--- config.mk ---
export PLATFORM = sky130hd
export DESIGN_NAME = instruction_fetch
export DESIGN_NICKNAME = d
export VERILOG_FILES = /design/src/rtl/cpu_pkg.sv /design/src/rtl/next_pc_calc.sv /design/src/rtl/instruction_fetch.sv
export SDC_FILE = /design/constraint.sdc
export NUM_CORES = 1
export LEC_CHECK = 0
export BUFFER_PORTS_ARGS = -buffer_cell sky130_fd_sc_hd__buf_4
export CORE_MARGIN = 4
export CORE_UTILIZATION = 50
export DETAILED_ROUTE_END_ITERATION = 16
export PLACE_DENSITY = 0.83
export SLEW_MARGIN = 10
export SYNTH_ARGS = -nofsm -noshare
export SYNTH_HDL_FRONTEND = slang
export SYNTH_HIERARCHICAL = 1
export SYNTH_SLANG_ARGS = --single-unit
--- constraint.sdc ---
create_clock -name clk -period 7.6 [get_ports clk]
set_input_delay 0.76 -clock clk [delete_from_list [all_inputs] [get_ports clk]]
set_output_delay 0.76 -clock clk [all_outputs]
set_load 0.01 [all_outputs]
--- src/rtl/cpu_pkg.sv ---
// Shared definitions for the MIPS fetch/decode front end.
// FETCH_MISALIGN_TRAP_EN adds the StErr fetch state.
package cpu_pkg;

  localparam int unsigned OP_W    = 6;
  localparam int unsigned INSTR_W = 32;

  localparam logic [INSTR_W-1:0] RESET_PC_DEFAULT = 32'h0000_0000;

  typedef enum logic [1:0] {
    StIdle  = 2'b00,
    StFetch = 2'b01,
    StHold  = 2'b10
`ifdef FETCH_MISALIGN_TRAP_EN
    ,
    StErr   = 2'b11
`endif
  } fetch_state_e;

  // Word-aligned, sign-extended byte offset of a branch immediate.
  function automatic logic [INSTR_W-1:0] branch_offset(input logic [15:0] imm);
    return {{14{imm[15]}}, imm, 2'b00};
  endfunction

endpackage

--- src/rtl/next_pc_calc.sv ---
// Next-PC selection for the fetch stage: jr > jump > branch > sequential.
// Low two bits of a jr target are always cleared here (FETCH_MISALIGN_TRAP_EN traps upstream).
module next_pc_calc
  import cpu_pkg::*;
(
  input  logic [INSTR_W-1:0] i_pc,
  input  logic               i_br_taken,
  input  logic [15:0]        i_br_imm,
  input  logic               i_jump,
  input  logic [25:0]        i_jump_idx,
  input  logic               i_jr,
  input  logic [INSTR_W-1:0] i_jr_target,
  output logic [INSTR_W-1:0] o_next_pc,
  output logic [INSTR_W-1:0] o_pc_plus4
);

  logic [INSTR_W-1:0] w_pc_plus4;
  logic [INSTR_W-1:0] w_br_target;
  logic [INSTR_W-1:0] w_jump_target;
  logic [INSTR_W-1:0] w_jr_target;

  assign w_pc_plus4    = i_pc + 32'd4;
  assign w_br_target   = w_pc_plus4 + branch_offset(i_br_imm);
  // Jump stays within the 256 MB region of the delay-slot address.
  assign w_jump_target = {w_pc_plus4[31:28], i_jump_idx, 2'b00};
  assign w_jr_target   = i_jr_target & 32'hFFFF_FFFC;

  always_comb begin
    o_next_pc = w_pc_plus4;
    if (i_jr) begin
      o_next_pc = w_jr_target;
    end else if (i_jump) begin
      o_next_pc = w_jump_target;
    end else if (i_br_taken) begin
      o_next_pc = w_br_target;
    end
  end

  assign o_pc_plus4 = w_pc_plus4;

endmodule

--- src/rtl/instruction_fetch.sv ---
// Instruction fetch stage: owns the PC, fetches over a req/ready handshake, holds until ack.
// FETCH_MISALIGN_TRAP_EN: misaligned jr target parks the stage in StErr with addr_err set.
module instruction_fetch
  import cpu_pkg::*;
#(
  parameter logic [INSTR_W-1:0] RESET_PC = RESET_PC_DEFAULT
) (
  input  logic               clk,
  input  logic               rst,
  output logic               imem_req,
  output logic [INSTR_W-1:0] imem_addr,
  input  logic               imem_ready,
  input  logic [INSTR_W-1:0] imem_rdata,
  output logic [INSTR_W-1:0] instr,
  output logic [OP_W-1:0]    op,
  output logic [INSTR_W-1:0] pc,
  output logic [INSTR_W-1:0] pc_plus4,
  output logic               instr_valid,
  input  logic               instr_ack,
  input  logic               br_taken,
  input  logic [15:0]        br_imm,
  input  logic               jump,
  input  logic [25:0]        jump_idx,
  input  logic               jr,
  input  logic [INSTR_W-1:0] jr_target,
  output logic               addr_err
);

  fetch_state_e       r_state;
  logic [INSTR_W-1:0] r_pc;
  logic [INSTR_W-1:0] r_instr;
  logic               r_imem_req;
  logic               r_instr_valid;
  logic [INSTR_W-1:0] w_next_pc;
  logic [INSTR_W-1:0] w_pc_plus4;

  next_pc_calc u_next_pc_calc (
    .i_pc        (r_pc),
    .i_br_taken  (br_taken),
    .i_br_imm    (br_imm),
    .i_jump      (jump),
    .i_jump_idx  (jump_idx),
    .i_jr        (jr),
    .i_jr_target (jr_target),
    .o_next_pc   (w_next_pc),
    .o_pc_plus4  (w_pc_plus4)
  );

`ifdef FETCH_MISALIGN_TRAP_EN
  logic r_addr_err;
  logic w_jr_misaligned;

  assign w_jr_misaligned = jr && (jr_target[1:0] != 2'b00);
  assign addr_err        = r_addr_err;
`else
  assign addr_err = 1'b0;
`endif

  always_ff @(posedge clk or posedge rst) begin
    if (rst) begin
      r_state       <= StIdle;
      r_pc          <= RESET_PC;
      r_instr       <= '0;
      r_imem_req    <= 1'b0;
      r_instr_valid <= 1'b0;
`ifdef FETCH_MISALIGN_TRAP_EN
      r_addr_err    <= 1'b0;
`endif
    end else begin
      case (r_state)
        StIdle: begin
          r_state    <= StFetch;
          r_imem_req <= 1'b1;
        end
        StFetch: begin
          if (imem_ready) begin
            r_instr       <= imem_rdata;
            r_imem_req    <= 1'b0;
            r_instr_valid <= 1'b1;
            r_state       <= StHold;
          end
        end
        StHold: begin
          if (instr_ack) begin
`ifdef FETCH_MISALIGN_TRAP_EN
            if (w_jr_misaligned) begin
              r_state       <= StErr;
              r_instr_valid <= 1'b0;
              r_addr_err    <= 1'b1;
            end else
`endif
            begin
              r_pc          <= w_next_pc;
              r_state       <= StFetch;
              r_imem_req    <= 1'b1;
              r_instr_valid <= 1'b0;
            end
          end
        end
`ifdef FETCH_MISALIGN_TRAP_EN
        // Terminal until reset.
        StErr: begin
          r_state <= StErr;
        end
`endif
        default: begin
          r_state       <= StIdle;
          r_imem_req    <= 1'b0;
          r_instr_valid <= 1'b0;
        end
      endcase
    end
  end

  assign imem_req    = r_imem_req;
  assign imem_addr   = r_pc;
  assign instr       = r_instr;
  assign op          = r_instr[31:26];
  assign pc          = r_pc;
  assign pc_plus4    = w_pc_plus4;
  assign instr_valid = r_instr_valid;

endmodule

**Word level (Yosys, flattened, before mapping)**

Index checks and enable logic that the tools add are counted.

- Magnitude comparators: 0
- Div/mod/pow operators: 0
- Reductions and logical operators: 5
- $mul: 0
- $add $sub $neg: 2
- Bitwise operators: 1
- Shift-type cells: 0
- Muxes and demuxes: 12
- Equal/unequal tests: 4

Operators by type and width:

| operator | number |
|---|---|
| $mux W32 | 3 |
| $add A32 B3 Y32 const B | 1 |
| $add A32 B32 Y32 | 1 |
| $pmux W1 S3 | 2 |
| $pmux W2 S3 | 1 |
| $reduce_and A2 Y1 | 3 |
| $mux W1 | 4 |
| $mux W2 | 2 |
| $ne A2 B2 Y1 const B | 2 |
| $reduce_and A3 Y1 | 1 |
| $eq A2 B1 Y1 const B | 1 |
| $eq A2 B2 Y1 const B | 1 |
| $logic_not A2 Y1 | 1 |
| $not A1 Y1 | 1 |

- Memories kept: 0
- Word-level logic and storage cells: 29
- Bits in registers: 68
- Input bits: 113
- Latch bits: 0
- Bits in writable memories: 0
- ROM bits: 0

**Logic depth before layout (Yosys ltp)**

- Word-level depth: 5
- Depth in mapped cells: 18
- Mapped depth without buffers: 17

**Cells and area by module**

The synthesis kept the hierarchy.

Modules (own cells, without submodules):

| module | sequential area each (µm²) | area an instance (µm²) | cells an instance | instances |
|---|---|---|---|---|
| next_pc_calc | 0.0 | 2,972.9 | 450 | 1 |
| instruction_fetch | 1,676.6 | 2,969.1 | 186 | 1 |

**Least setup slack after synthesis**

OpenSTA, ideal clock, no wires.

- Kind: register to register
- From: register r_pc[5] (netlist: imem_addr[5])
- To: register r_pc[28] (netlist: imem_addr[28])
- Arrival time: 3.679 ns
- Slack: 3.796 ns
- Stages on the path, launching flop included: 17
- Library setup time: 0.125 ns
- Cell sequence: dfrtp_1 -> nand4_1 -> nor2_1 -> nand3_1 -> nor2_1 -> xor2_1 -> ha_1 -> a21o_1 -> a21o_1 -> a21o_1 -> a21o_1 -> a2111o_1 -> o22ai_1 -> xnor2_1 -> mux2i_1 -> o21ai_1 -> mux2_2

- Longest elaborated chain between the ends: 5

RTL lines:

| element | line | RTL |
|---|---|---|
| start: declaration | instruction_fetch.sv:30 | `logic [INSTR_W-1:0] r_pc;` |
| start signal: assignment | instruction_fetch.sv:93 | `r_pc <= w_next_pc;` |
| $add A32 B3 Y32 | next_pc_calc.sv:22 | `assign w_pc_plus4 = i_pc + 32'd4;` |
| net pc_plus4[21] | instruction_fetch.sv:17 | `output logic [INSTR_W-1:0] pc_plus4,` |
| $add A32 B32 Y32 | next_pc_calc.sv:23 | `assign w_br_target = w_pc_plus4 + branch_offset(i_br_imm);` |
| $mux W32 | next_pc_calc.sv:34 | `end else if (i_br_taken) begin` |
| $mux W32 | next_pc_calc.sv:32 | `end else if (i_jump) begin` |
| $mux W32 | next_pc_calc.sv:30 | `if (i_jr) begin` |
| net w_next_pc[28] | instruction_fetch.sv:34 | `logic [INSTR_W-1:0] w_next_pc;` |

The timed path passes the listed nets, and every way through them passes these cells.
A chain may end at the register's enable or synchronous reset.

**Final worst setup path**

- From: register r_pc[2] (netlist: imem_addr[2])
- To: register r_pc[28] (netlist: imem_addr[28])

- Longest elaborated chain between the ends: 5

RTL lines:

| element | line |
|---|---|
| $add A32 B3 Y32 (*) | next_pc_calc.sv:22 |
| $add A32 B32 Y32 | next_pc_calc.sv:23 |
| $mux W32 | next_pc_calc.sv:34 |
| $mux W32 (*) | next_pc_calc.sv:32 |
| $mux W32 (*) | next_pc_calc.sv:30 |
| net w_next_pc[28] | instruction_fetch.sv:34 |

Mark *: on every way through the listed nets, which the timed path passes. The rest lies on a longest branch.

==> summary.txt <==
Synth
  • Post-Synth XOR/XNOR Area: 0.07960
  • Asr flop ratio synth: 1.000
  • Yosys top cell area share: 0.2822
  • Post-synthesis mux area share: 0.1487
  • Syn. warnings: 6
  • Area contributors post-synth: dfrtp_1, mux2_4, ha_1
  • Cell count after synthesis: roughly 640
  • Main flop type after synthesis: dfrtp_1
  • Main combinational cell family by area after synthesis: compound AO/OA/AOI/OAI gates
  • Register bit total from synthesis: 67
  • Register area share after synthesis: 0.2822
  • Syn Nets: just under 800
  • Synthesized area: slightly below 6000 um2
  • Simple-gate area share of the yosys netlist: 0.1287
  • Compound-Gate Fraction of Synth Area: 0.1954
  • Syn Area/Cell: between 9 and 10 um2
  • EDFF count, synth: 0
  • Synth area leader: dfrtp_1
  • Synth Area in Adders: 0.07917
  • Post-synth cell types: between 60 and 70

Worst setup path
  • Worst-path cell chain: nand3_1 > nor2_1 > nand3_1 > nor2_1 > xor2_1 > ha_1 > a21o_1 > a21o_1 > a21o_1 > a21o_1 > a2111o_1 > o22ai_1 > xnor2_1 > mux2i_1 > o21ai_1 > mux2_2
  • Element type at the critical path start: flop
  • CP delay by family, top: compound AO/OA/AOI/OAI gates
  • Crit path max fanout: 7
  • WP data arrival: ~4700 ps
  • Worst endpoint required time: just under 8000 ps
  • Reg2Reg Capture Point: imem_addr[28]
  • Worst path slowest cell: xor2_1
  • CP peak stage delay: 510 ps
  • Reg-to-reg critical path startpoint: imem_addr[2]
  • Worst reg-to-reg setup slack: about 3100 ps
  • Crit path top cell by count: a21o_1
  • Critical path class: reg2reg
  • Reg2reg path depth: 16
  • Critical Path End Type: flop
  • Buffers and inverters on the worst path: 0

Clock network
  • Max Buffers Root-to-Sink: 2
  • CTS H-tree depth: 3
  • Clock transition at path regs: about 50 ps
  • CTS Hold Buffers Added: 0
  • Buffer count from post-CTS setup fixing: 0
  • Post-CTS sizing: 0
  • Worst skew pair latency: 320 ps
  • Clock sinks: between 60 and 70
  • Num CTS Buffers: 9
  • Root Buffer: clkbuf_16
  • CTS tree: built

Route
  • Post-route DRC: 0
  • Routed len/inst: approximately 20 um
  • ANT nets after route: 0
  • DR vias: between 5k and 6k
  • Pre-antenna DRT Iters: 6
  • Top Metal Used: met4
  • Met2 wire len: 9112 um
  • DRT Wirelength: ~19000 um
  • Vias per inst: 5.800
  • DR iter-0 viols: about 530
  • WL met3: roughly 1800 um
  • Wl on met1: between 8000 and 9000 um

Power
  • Leakage power total: 0.003910 uW
  • Peak VDD IR: approximately 300 uV
  • PwrDens: around 430 nW/um2

Final layout
  • P&R area growth vs syn: 30.81%
  • Layout cells sized above 1: 0.4190
  • Commonest cells after routing, fill and taps aside: buf_4, dfrtp_1, nand2_1
  • Leading cell type in the layout, fill and taps excluded: buf_4
  • Number of diodes: 0
  • Nets: between 900 and 1k

Timing
  • Max Fclk: 220.1 MHz
  • Period utilisation layout: 0.5977
  • Final hold vios: 0
  • Worst-margin pin slew: 823.2 ps
  • Final min period: 4542 ps
  • Final setup viols: 0
  • Relative slew slack: 0.4512
  • RSZ-0062 raised after global routing: false
  • Final hold slack: between 500 and 600 ps
  • Clock Skew: 5.095 ps
  • Setup TNS Final: 0 ps
  • Final count of pins violating max slew: 0

Placed design
  • DP Wirelength: around 15000 um
  • Routability congestion estimate: between 0.9 and 1
  • Port Buffers: ~250

Global route
  • Vias in the first global route: 5444
  • GRT Total Usage: 0.2721
  • Total global routing overflow: 0
  • First-pass GRT wire length: around 29000 um
  • Initial antenna violation count: 0
  • Largest net degree at the start of global routing: about 70

Floorplanning
  • Number of core rows: 39
  • I/O pin total: 250
  • Starting density of the core: 0.5160
  • Core area: 11520 um2
  • Die W: ~120 um
  • Die height: between 100 and 150 um
  • Die area: approximately 14000 um2

Run
  • Maxcap violations: 0

Run status
  • Status: completed

Min path
  • Number of cells on the worst hold path: 1
  • Hold worst-path end: instr[15]
  • Hold Crit Start: instr[15]
  • Hold Path Class: reg2reg
## metal layers
metal,vias to the layer above,GRT usage
met5,-,0
met4,0,0.07110
met3,30,0.05398
met2,305,0.4372
met1,2696,0.3778
li1,2630,-
## area by class of cell
cell class / instances / area [um2]
Sequential cell: 67 / 1677
Inverter: 12 / 45.04
Tap cell: 143 / 178.9
Fill cell: 953 / 3744
Timing Repair Buffer: 247 / 1854
Clock buffer: 10 / 229.0
Multi-Input combinational cell: 491 / 3756
Clock inverter: 6 / 32.53
## synth_stat cells, drive strengths merged, types with 3 or more instances
cell type  number
dfrtp          67
mux2           66
nand2          56
buf            50
nor2           45
a21oi          44
o21ai          38
ha             36
xnor2          30
a21o           24
xor2           24
nand3          23
clkbuf         16
inv            11
nor3            8
a211oi          7
a22oi           7
o21a            7
and3            6
nand4           6
o22ai           6
and4            5
o221ai          5
and2            4
o21bai          4
o31ai           4
a221oi          3
nor2b           3
## how the worst max path moves through the flow
stage / cells past startpoint / endpoint / from / slack, ps
floorplan: 16 / imem_addr[28] / imem_addr[5] / 3800
global placement: 16 / imem_addr[28] / imem_addr[5] / 3260
detailed placement: 16 / imem_addr[28] / imem_addr[2] / 3160
CTS: 16 / imem_addr[28] / imem_addr[2] / 3120
global route: 16 / imem_addr[28] / imem_addr[2] / 2790
finish: 16 / imem_addr[28] / imem_addr[2] / 3060
## registers in the layout, indices dropped and copies added (netlist names)
register	flops
r_state	2
imem_addr	32
instr_valid	1
instr	32
## power breakdown
group | leakage [uW] | internal, uW | total, uW | switching (uW)
Sequential | 0.000804 | 531 | 764 | 233
Combinational | 0.00297 | 1110 | 2210 | 1100
Clock | 0.000132 | 217 | 358 | 141
## metrics by stage
| step | cell area (um2) | std cells | power [uW] | setup WS, ps | utilization |
|---|---|---|---|---|---|
| final | 7772 | 976 | 3334 | 3058 | 0.6749 |
| after global routing | 7772 | 976 | 3549 | 2790 | 0.6749 |
| after CTS | 7772 | 976 | 3323 | 3125 | 0.6749 |
| after detailed placement | 7511 | 960 | 2942 | 3156 | 0.6522 |
| after global placement | 7511 | 960 | 2891 | 3261 | 0.6522 |
| after floorplan | 5942 | 636 | 2175 | 3796 | - |
## cell families (layout without fill, tap and decap cells)
kind of cell               Yosys count  count (layout)
buffers and inverters               78             275
and+or+nand+nor                    162             162
xor gates and xnor gates            54              54
muxes                               68              68
adders and majority gates           37              37
other                                1               1
DFF                                 67              67
AOI/OAI and AO/OA                  169             169
No activity file was read; power rests on OpenSTA's default activity.
